[config.mk]
export PLATFORM = sky130hd
export DESIGN_NAME = mem_arbiter_flat
export DESIGN_NICKNAME = d
export VERILOG_FILES = /design/src/rtl/mem_arbiter_if.sv /design/src/rtl/mem_arbiter.sv /design/src/flat_wrapper.sv
export SDC_FILE = /design/constraint.sdc
export NUM_CORES = 1
export LEC_CHECK = 0
export ABC_AREA = 1
export ABC_CLOCK_PERIOD_IN_PS = 2100
export BUFFER_PORTS_ARGS = -buffer_cell sky130_fd_sc_hd__buf_2
export CORE_AREA = 2 2 108 110
export DETAILED_ROUTE_END_ITERATION = 10
export DIE_AREA = 0 0 110 112
export PLACE_DENSITY_LB_ADDON = 0.2
export SYNTH_ARGS = -nofsm -noshare
export SYNTH_HDL_FRONTEND = slang
export SYNTH_SLANG_ARGS = --single-unit
[constraint.sdc]
create_clock -name clk -period 2.1 [get_ports clk]
set_input_delay 0.21 -clock clk [delete_from_list [all_inputs] [get_ports clk]]
set_output_delay 0.21 -clock clk [all_outputs]
set_load 0.05 [all_outputs]
[src/rtl/mem_arbiter_if.sv]
// Bundled request/response signals for mem_arbiter: fetch port, data port and shared memory port.
// master = arbiter view, slave = requesters plus memory view.
interface mem_arbiter_if #(
    parameter int ADDR_W = 32,
    parameter int DATA_W = 32
);
    logic                  if_req_valid;
    logic [ADDR_W-1:0]     if_req_addr;
    logic                  if_req_ready;
    logic                  if_rsp_valid;
    logic [DATA_W-1:0]     if_rsp_data;

    logic                  d_req_valid;
    logic [ADDR_W-1:0]     d_req_addr;
    logic                  d_req_we;
    logic [DATA_W-1:0]     d_req_wdata;
    logic [DATA_W/8-1:0]   d_req_wstrb;
    logic                  d_req_ready;
    logic                  d_rsp_valid;
    logic [DATA_W-1:0]     d_rsp_data;

    logic                  mem_req_valid;
    logic [ADDR_W-1:0]     mem_req_addr;
    logic                  mem_req_we;
    logic [DATA_W-1:0]     mem_req_wdata;
    logic [DATA_W/8-1:0]   mem_req_wstrb;
    logic                  mem_req_ready;
    logic                  mem_rsp_valid;
    logic [DATA_W-1:0]     mem_rsp_data;

    modport master (
        input  if_req_valid, if_req_addr,
        output if_req_ready, if_rsp_valid, if_rsp_data,
        input  d_req_valid, d_req_addr, d_req_we, d_req_wdata, d_req_wstrb,
        output d_req_ready, d_rsp_valid, d_rsp_data,
        output mem_req_valid, mem_req_addr, mem_req_we, mem_req_wdata, mem_req_wstrb,
        input  mem_req_ready, mem_rsp_valid, mem_rsp_data
    );

    modport slave (
        output if_req_valid, if_req_addr,
        input  if_req_ready, if_rsp_valid, if_rsp_data,
        output d_req_valid, d_req_addr, d_req_we, d_req_wdata, d_req_wstrb,
        input  d_req_ready, d_rsp_valid, d_rsp_data,
        input  mem_req_valid, mem_req_addr, mem_req_we, mem_req_wdata, mem_req_wstrb,
        output mem_req_ready, mem_rsp_valid, mem_rsp_data
    );
endinterface

[src/rtl/mem_arbiter.sv]
// Shares one memory port between a fetch and a data requester, one transaction in flight.
// Define MEM_ARBITER_ROUND_ROBIN_EN for alternating grants on conflict; otherwise data always wins.
module mem_arbiter #(
    parameter int ADDR_W = 32,
    parameter int DATA_W = 32
) (
    input  logic           clk,
    input  logic           rst_n,
    mem_arbiter_if.master  bus
);
    localparam int STRB_W = DATA_W / 8;

    typedef enum logic [1:0] {IDLE, ISSUE, WAIT} state_t;

    state_t              state;
    state_t              state_next;
    logic                grant_if;
    logic                grant_d;
    logic                owner_data;
    logic [ADDR_W-1:0]   addr_q;
    logic                we_q;
    logic [DATA_W-1:0]   wdata_q;
    logic [STRB_W-1:0]   wstrb_q;
    logic [DATA_W-1:0]   rsp_data_q;
    logic                if_rsp_pulse;
    logic                d_rsp_pulse;

`ifdef MEM_ARBITER_ROUND_ROBIN_EN
    logic last_data;

    // On conflict the requester that did not win last time gets the port.
    always_comb begin
        grant_if = 1'b0;
        grant_d  = 1'b0;
        if (state == IDLE) begin
            if (bus.if_req_valid && bus.d_req_valid) begin
                grant_d  = !last_data;
                grant_if = last_data;
            end else begin
                grant_d  = bus.d_req_valid;
                grant_if = bus.if_req_valid;
            end
        end
    end

    always_ff @(posedge clk) begin
        if (!rst_n) begin
            last_data <= 1'b0;
        end else if (grant_if || grant_d) begin
            last_data <= grant_d;
        end
    end
`else
    assign grant_d  = (state == IDLE) && bus.d_req_valid;
    assign grant_if = (state == IDLE) && bus.if_req_valid && !bus.d_req_valid;
`endif

    always_ff @(posedge clk) begin
        if (!rst_n) begin
            state <= IDLE;
        end else begin
            state <= state_next;
        end
    end

    always_comb begin
        state_next        = state;
        bus.if_req_ready  = 1'b0;
        bus.d_req_ready   = 1'b0;
        bus.mem_req_valid = 1'b0;
        case (state)
            IDLE: begin
                bus.if_req_ready = grant_if;
                bus.d_req_ready  = grant_d;
                if (grant_if || grant_d) begin
                    state_next = ISSUE;
                end
            end
            ISSUE: begin
                bus.mem_req_valid = 1'b1;
                if (bus.mem_req_ready) begin
                    state_next = WAIT;
                end
            end
            WAIT: begin
                if (bus.mem_rsp_valid) begin
                    state_next = IDLE;
                end
            end
            default: state_next = IDLE;
        endcase
    end

    // Fetches never write, so their write fields are forced to zero when latched.
    always_ff @(posedge clk) begin
        if (!rst_n) begin
            owner_data   <= 1'b0;
            addr_q       <= '0;
            we_q         <= 1'b0;
            wdata_q      <= '0;
            wstrb_q      <= '0;
            rsp_data_q   <= '0;
            if_rsp_pulse <= 1'b0;
            d_rsp_pulse  <= 1'b0;
        end else begin
            if_rsp_pulse <= (state == WAIT) && bus.mem_rsp_valid && !owner_data;
            d_rsp_pulse  <= (state == WAIT) && bus.mem_rsp_valid && owner_data;
            if ((state == WAIT) && bus.mem_rsp_valid) begin
                rsp_data_q <= bus.mem_rsp_data;
            end
            if (grant_d) begin
                owner_data <= 1'b1;
                addr_q     <= bus.d_req_addr;
                we_q       <= bus.d_req_we;
                wdata_q    <= bus.d_req_wdata;
                wstrb_q    <= bus.d_req_wstrb;
            end else if (grant_if) begin
                owner_data <= 1'b0;
                addr_q     <= bus.if_req_addr;
                we_q       <= 1'b0;
                wdata_q    <= '0;
                wstrb_q    <= '0;
            end
        end
    end

    assign bus.mem_req_addr  = addr_q;
    assign bus.mem_req_we    = we_q;
    assign bus.mem_req_wdata = wdata_q;
    assign bus.mem_req_wstrb = wstrb_q;
    assign bus.if_rsp_valid  = if_rsp_pulse;
    assign bus.d_rsp_valid   = d_rsp_pulse;
    assign bus.if_rsp_data   = rsp_data_q;
    assign bus.d_rsp_data    = rsp_data_q;
endmodule
[src/flat_wrapper.sv]
// flat-port wrapper written by rule: the top's interface ports become plain ports
module mem_arbiter_flat 
#(
    parameter int ADDR_W = 32,
    parameter int DATA_W = 32
)
  (clk, rst_n, bus_if_req_valid, bus_if_req_addr, bus_if_req_ready, bus_if_rsp_valid, bus_if_rsp_data, bus_d_req_valid, bus_d_req_addr, bus_d_req_we, bus_d_req_wdata, bus_d_req_wstrb, bus_d_req_ready, bus_d_rsp_valid, bus_d_rsp_data, bus_mem_req_valid, bus_mem_req_addr, bus_mem_req_we, bus_mem_req_wdata, bus_mem_req_wstrb, bus_mem_req_ready, bus_mem_rsp_valid, bus_mem_rsp_data);
  mem_arbiter_if #(.ADDR_W(ADDR_W), .DATA_W(DATA_W)) bus_i ();
  input  logic clk;
  input  logic rst_n;
  input wire logic [$bits(bus_i.if_req_valid)-1:0] bus_if_req_valid;
  input wire logic [$bits(bus_i.if_req_addr)-1:0] bus_if_req_addr;
  output wire logic [$bits(bus_i.if_req_ready)-1:0] bus_if_req_ready;
  output wire logic [$bits(bus_i.if_rsp_valid)-1:0] bus_if_rsp_valid;
  output wire logic [$bits(bus_i.if_rsp_data)-1:0] bus_if_rsp_data;
  input wire logic [$bits(bus_i.d_req_valid)-1:0] bus_d_req_valid;
  input wire logic [$bits(bus_i.d_req_addr)-1:0] bus_d_req_addr;
  input wire logic [$bits(bus_i.d_req_we)-1:0] bus_d_req_we;
  input wire logic [$bits(bus_i.d_req_wdata)-1:0] bus_d_req_wdata;
  input wire logic [$bits(bus_i.d_req_wstrb)-1:0] bus_d_req_wstrb;
  output wire logic [$bits(bus_i.d_req_ready)-1:0] bus_d_req_ready;
  output wire logic [$bits(bus_i.d_rsp_valid)-1:0] bus_d_rsp_valid;
  output wire logic [$bits(bus_i.d_rsp_data)-1:0] bus_d_rsp_data;
  output wire logic [$bits(bus_i.mem_req_valid)-1:0] bus_mem_req_valid;
  output wire logic [$bits(bus_i.mem_req_addr)-1:0] bus_mem_req_addr;
  output wire logic [$bits(bus_i.mem_req_we)-1:0] bus_mem_req_we;
  output wire logic [$bits(bus_i.mem_req_wdata)-1:0] bus_mem_req_wdata;
  output wire logic [$bits(bus_i.mem_req_wstrb)-1:0] bus_mem_req_wstrb;
  input wire logic [$bits(bus_i.mem_req_ready)-1:0] bus_mem_req_ready;
  input wire logic [$bits(bus_i.mem_rsp_valid)-1:0] bus_mem_rsp_valid;
  input wire logic [$bits(bus_i.mem_rsp_data)-1:0] bus_mem_rsp_data;
  assign bus_i.if_req_valid = bus_if_req_valid;
  assign bus_i.if_req_addr = bus_if_req_addr;
  assign bus_if_req_ready = bus_i.if_req_ready;
  assign bus_if_rsp_valid = bus_i.if_rsp_valid;
  assign bus_if_rsp_data = bus_i.if_rsp_data;
  assign bus_i.d_req_valid = bus_d_req_valid;
  assign bus_i.d_req_addr = bus_d_req_addr;
  assign bus_i.d_req_we = bus_d_req_we;
  assign bus_i.d_req_wdata = bus_d_req_wdata;
  assign bus_i.d_req_wstrb = bus_d_req_wstrb;
  assign bus_d_req_ready = bus_i.d_req_ready;
  assign bus_d_rsp_valid = bus_i.d_rsp_valid;
  assign bus_d_rsp_data = bus_i.d_rsp_data;
  assign bus_mem_req_valid = bus_i.mem_req_valid;
  assign bus_mem_req_addr = bus_i.mem_req_addr;
  assign bus_mem_req_we = bus_i.mem_req_we;
  assign bus_mem_req_wdata = bus_i.mem_req_wdata;
  assign bus_mem_req_wstrb = bus_i.mem_req_wstrb;
  assign bus_i.mem_req_ready = bus_mem_req_ready;
  assign bus_i.mem_rsp_valid = bus_mem_rsp_valid;
  assign bus_i.mem_rsp_data = bus_mem_rsp_data;
  mem_arbiter #(.ADDR_W(ADDR_W), .DATA_W(DATA_W)) u_core (.clk(clk), .rst_n(rst_n), .bus(bus_i));
endmodule
==> metrics.yaml <==
die:
  ios: 277
  chipHeight_um: 112
  rows: 39
  die_w_um: 110
  die_area_um2: 12300
  core_um2: 11200
  start_util: 0.407
pwr:
  ir_drop_uv: 479
  p_per_area_nw_per_um2: 905
  p_leak_uw: 0.00330
logic_synthesis:
  synth.yosys.seq_area_share: 0.467
  syn-mean-instance-area_um2: 7.16
  ys.warnings.count: 0
  ys_types: 19
  syn_area_um2: 4550
  synth_nets: 774
  synthCells: 635
  synth-seq-cells: 106
drt:
  drcViolationCount: 0
  drt_pass1_iterations: 4
  drt-initial-drc-count: 244
  wl_per_cell_um: 12.4
  routed_via_density: 4.62
  vias: 4641
  wl_mm: 12.5
  ant_nets: 0
final_layout:
  drive_gt1_frac: 0.354
  most-common-layout-cells: "276 x buf_2, 142 x nand2_1, 106 x dfxtp_1, 103 x a21oi_1, 101 x inv_1"
  multiInputGateArea_um2: 1610
  nFillCells: 1127
  utilization: 0.547
  diodes: 0
  final_common_cell: "buf_2"
  layout.nets: 995
  syn2layout_area_growth_pct: 34.4
  register_area_um2: 2120
cts:
  clk_path_buf_depth: 2
  insertion_delay_ps: 340
  clockRootBuffer: "clkbuf_16"
  numCtsBuffers: 9
  cts.sinks: 106
  cts_setup_buffers: 0
  cts_max_level: 3
  clkTransAtPathRegs_ps: 70
  cts_resized: 0
  cts_tree: "done"
  cts_hold_buffers: 0
setup_path:
  worst_ep_arrival_time_ps: 2000
  reg2regPathDepth: 6
  start_kind: "flip-flop"
  critPathKind: "flip-flop to flip-flop"
  endpoint_kind: "flip-flop"
  r2r_setup_slack_ps: 340
  crit_required_ps: 2340
  r2r-end: "u_core.bus.mem_req_addr[15]"
  cpPeakStageDelay_ps: 450
  r2r_start: "u_core.state[1]"
  cp_cell_sequence: "nor2_4, o21ai_4, inv_2, nand3_1, nand2_1, inv_1"
  crit_path_max_fanout: 32
  cp_slowest_cell: "inv_2"
timing:
  whs_ps: 113
  rsz0062_at_grt: "false"
  period_minus_slack_ps: 1760
  setup_tns_ps: 0
  slew_headroom: 0.582
  fin_crit_sh: 0.839
  worst_pin_slew_ps: 625
  slew_viol_final: 0
  fmaxAchievable_mhz: 567
  skew_ps: 7.50
  finalSetupViolCount: 0
  finalHoldViolations: 0
min_path:
  whs_endpoint: "u_core.bus.mem_req_wdata[28]"
  hold_depth: 3
  hold_path_class: "primary input to flip-flop"
  hold_start: "bus_d_req_wdata[28]"
job:
  cap_violations: 0
grt:
  grt-ovfl-total: 0
  grt_pass1_wl_mm: 19.1
  grt_util_all_layers: 0.195
  grt_pass1_vias: 4140
  antenna_found_initial: 1
  grt_max_degree: 75
status:
  status: "finished, final reports clean"
place:
  gp_congestion: 0.806
  port_buffers: 276
  post-dp-hpwl_mm: 9.22
final cells by class:
class | count | area share
well taps | 143 | 0.0293
clock buffers | 11 | 0.0381
multi-input cells | 351 | 0.263
flip-flops and latches | 106 | 0.347
clock inverters | 5 | 0.0168
inverters | 104 | 0.0639
repair buffers | 284 | 0.242
synth_stat cells, drive strengths merged:
cell / count / share of area
nor3: 2 / 0.0022
a211oi: 1 / 0.0017
clkbuf: 17 / 0.014
nand3: 65 / 0.072
o21ai: 33 / 0.037
dfxtp: 106 / 0.47
buf: 57 / 0.083
nand3b: 1 / 0.0017
inv: 104 / 0.086
a21oi: 103 / 0.11
nand2: 143 / 0.12
nor2: 3 / 0.0041
sequential cells by signal, indices dropped and copies added, names as in the netlist:
register and cells:
u_core.bus.mem_req_wstrb 4, u_core.owner_data 1, u_core.bus.mem_req_wdata 32, u_core.bus.mem_req_we 1
u_core.bus.mem_req_addr 32, u_core.bus.if_rsp_valid 1, u_core.state 2, u_core.bus.d_rsp_valid 1
u_core.bus.d_rsp_data 32
logic make-up (layout without fill, tap and decap cells):
logic type             after synthesis  in the layout  share of synthesized area
AOI/OAI and AO/OA                  137            137                      0.152
and+or+nand+nor                    214            214                      0.198
buffers and inverters              178            404                      0.183
DFF                                106            106                      0.467
per-stage QoR:
stage | setup WS (ps) | cell area (um2) | total power [uW] | cells
after floorplan | 638 | 4550 | 3340 | 635
after global placement | 380 | 5780 | 3690 | 988
after detailed placement | 324 | 5780 | 3710 | 988
after CTS | 317 | 6110 | 5590 | 1004
after global routing | 138 | 6110 | 5820 | 1004
final | 337 | 6110 | 5530 | 1004
metal layers:
layer | share of wire | vias up | track usage
met5 | 0 | - | 0
met4 | 0.017 | 0 | 0.0684
met3 | 0.086 | 13 | 0.0515
met2 | 0.50 | 194 | 0.344
met1 | 0.40 | 2043 | 0.222
li1 | - | 2391 | -
how the worst max path moves through the flow:
stage / startpoint / depth (start not counted) / endpoint / slack, ps
2_1_floorplan: u_core.state[0] / 4 / u_core.state[0] / 640
3_3_place_gp: u_core.state[1] / 6 / u_core.bus.mem_req_addr[8] / 380
3_5_place_dp: u_core.state[1] / 6 / u_core.bus.mem_req_addr[15] / 320
4_1_cts: u_core.state[1] / 4 / bus_d_req_ready / 320
5_1_grt: u_core.state[1] / 6 / u_core.bus.mem_req_addr[10] / 140
6_report: u_core.state[1] / 6 / u_core.bus.mem_req_addr[15] / 340
worst max-delay path: cells and delay by family, from the launching register on:
| kind | cells | cell delay (ps) |
|---|---|---|
| buf+inv | 2 | 480 |
| flops | 1 | 370 |
| compound gates | 1 | 260 |
| simple gates | 3 | 550 |
power breakdown:
| group | switching (uW) | internal, uW | total (uW) |
|---|---|---|---|
| clock network | 710 | 1160 | 1870 |
| logic | 1040 | 377 | 1420 |
| registers | 76.6 | 2160 | 2230 |
| total | 1830 | 3700 | 5530 |
(Power assumes the default switching activity.)
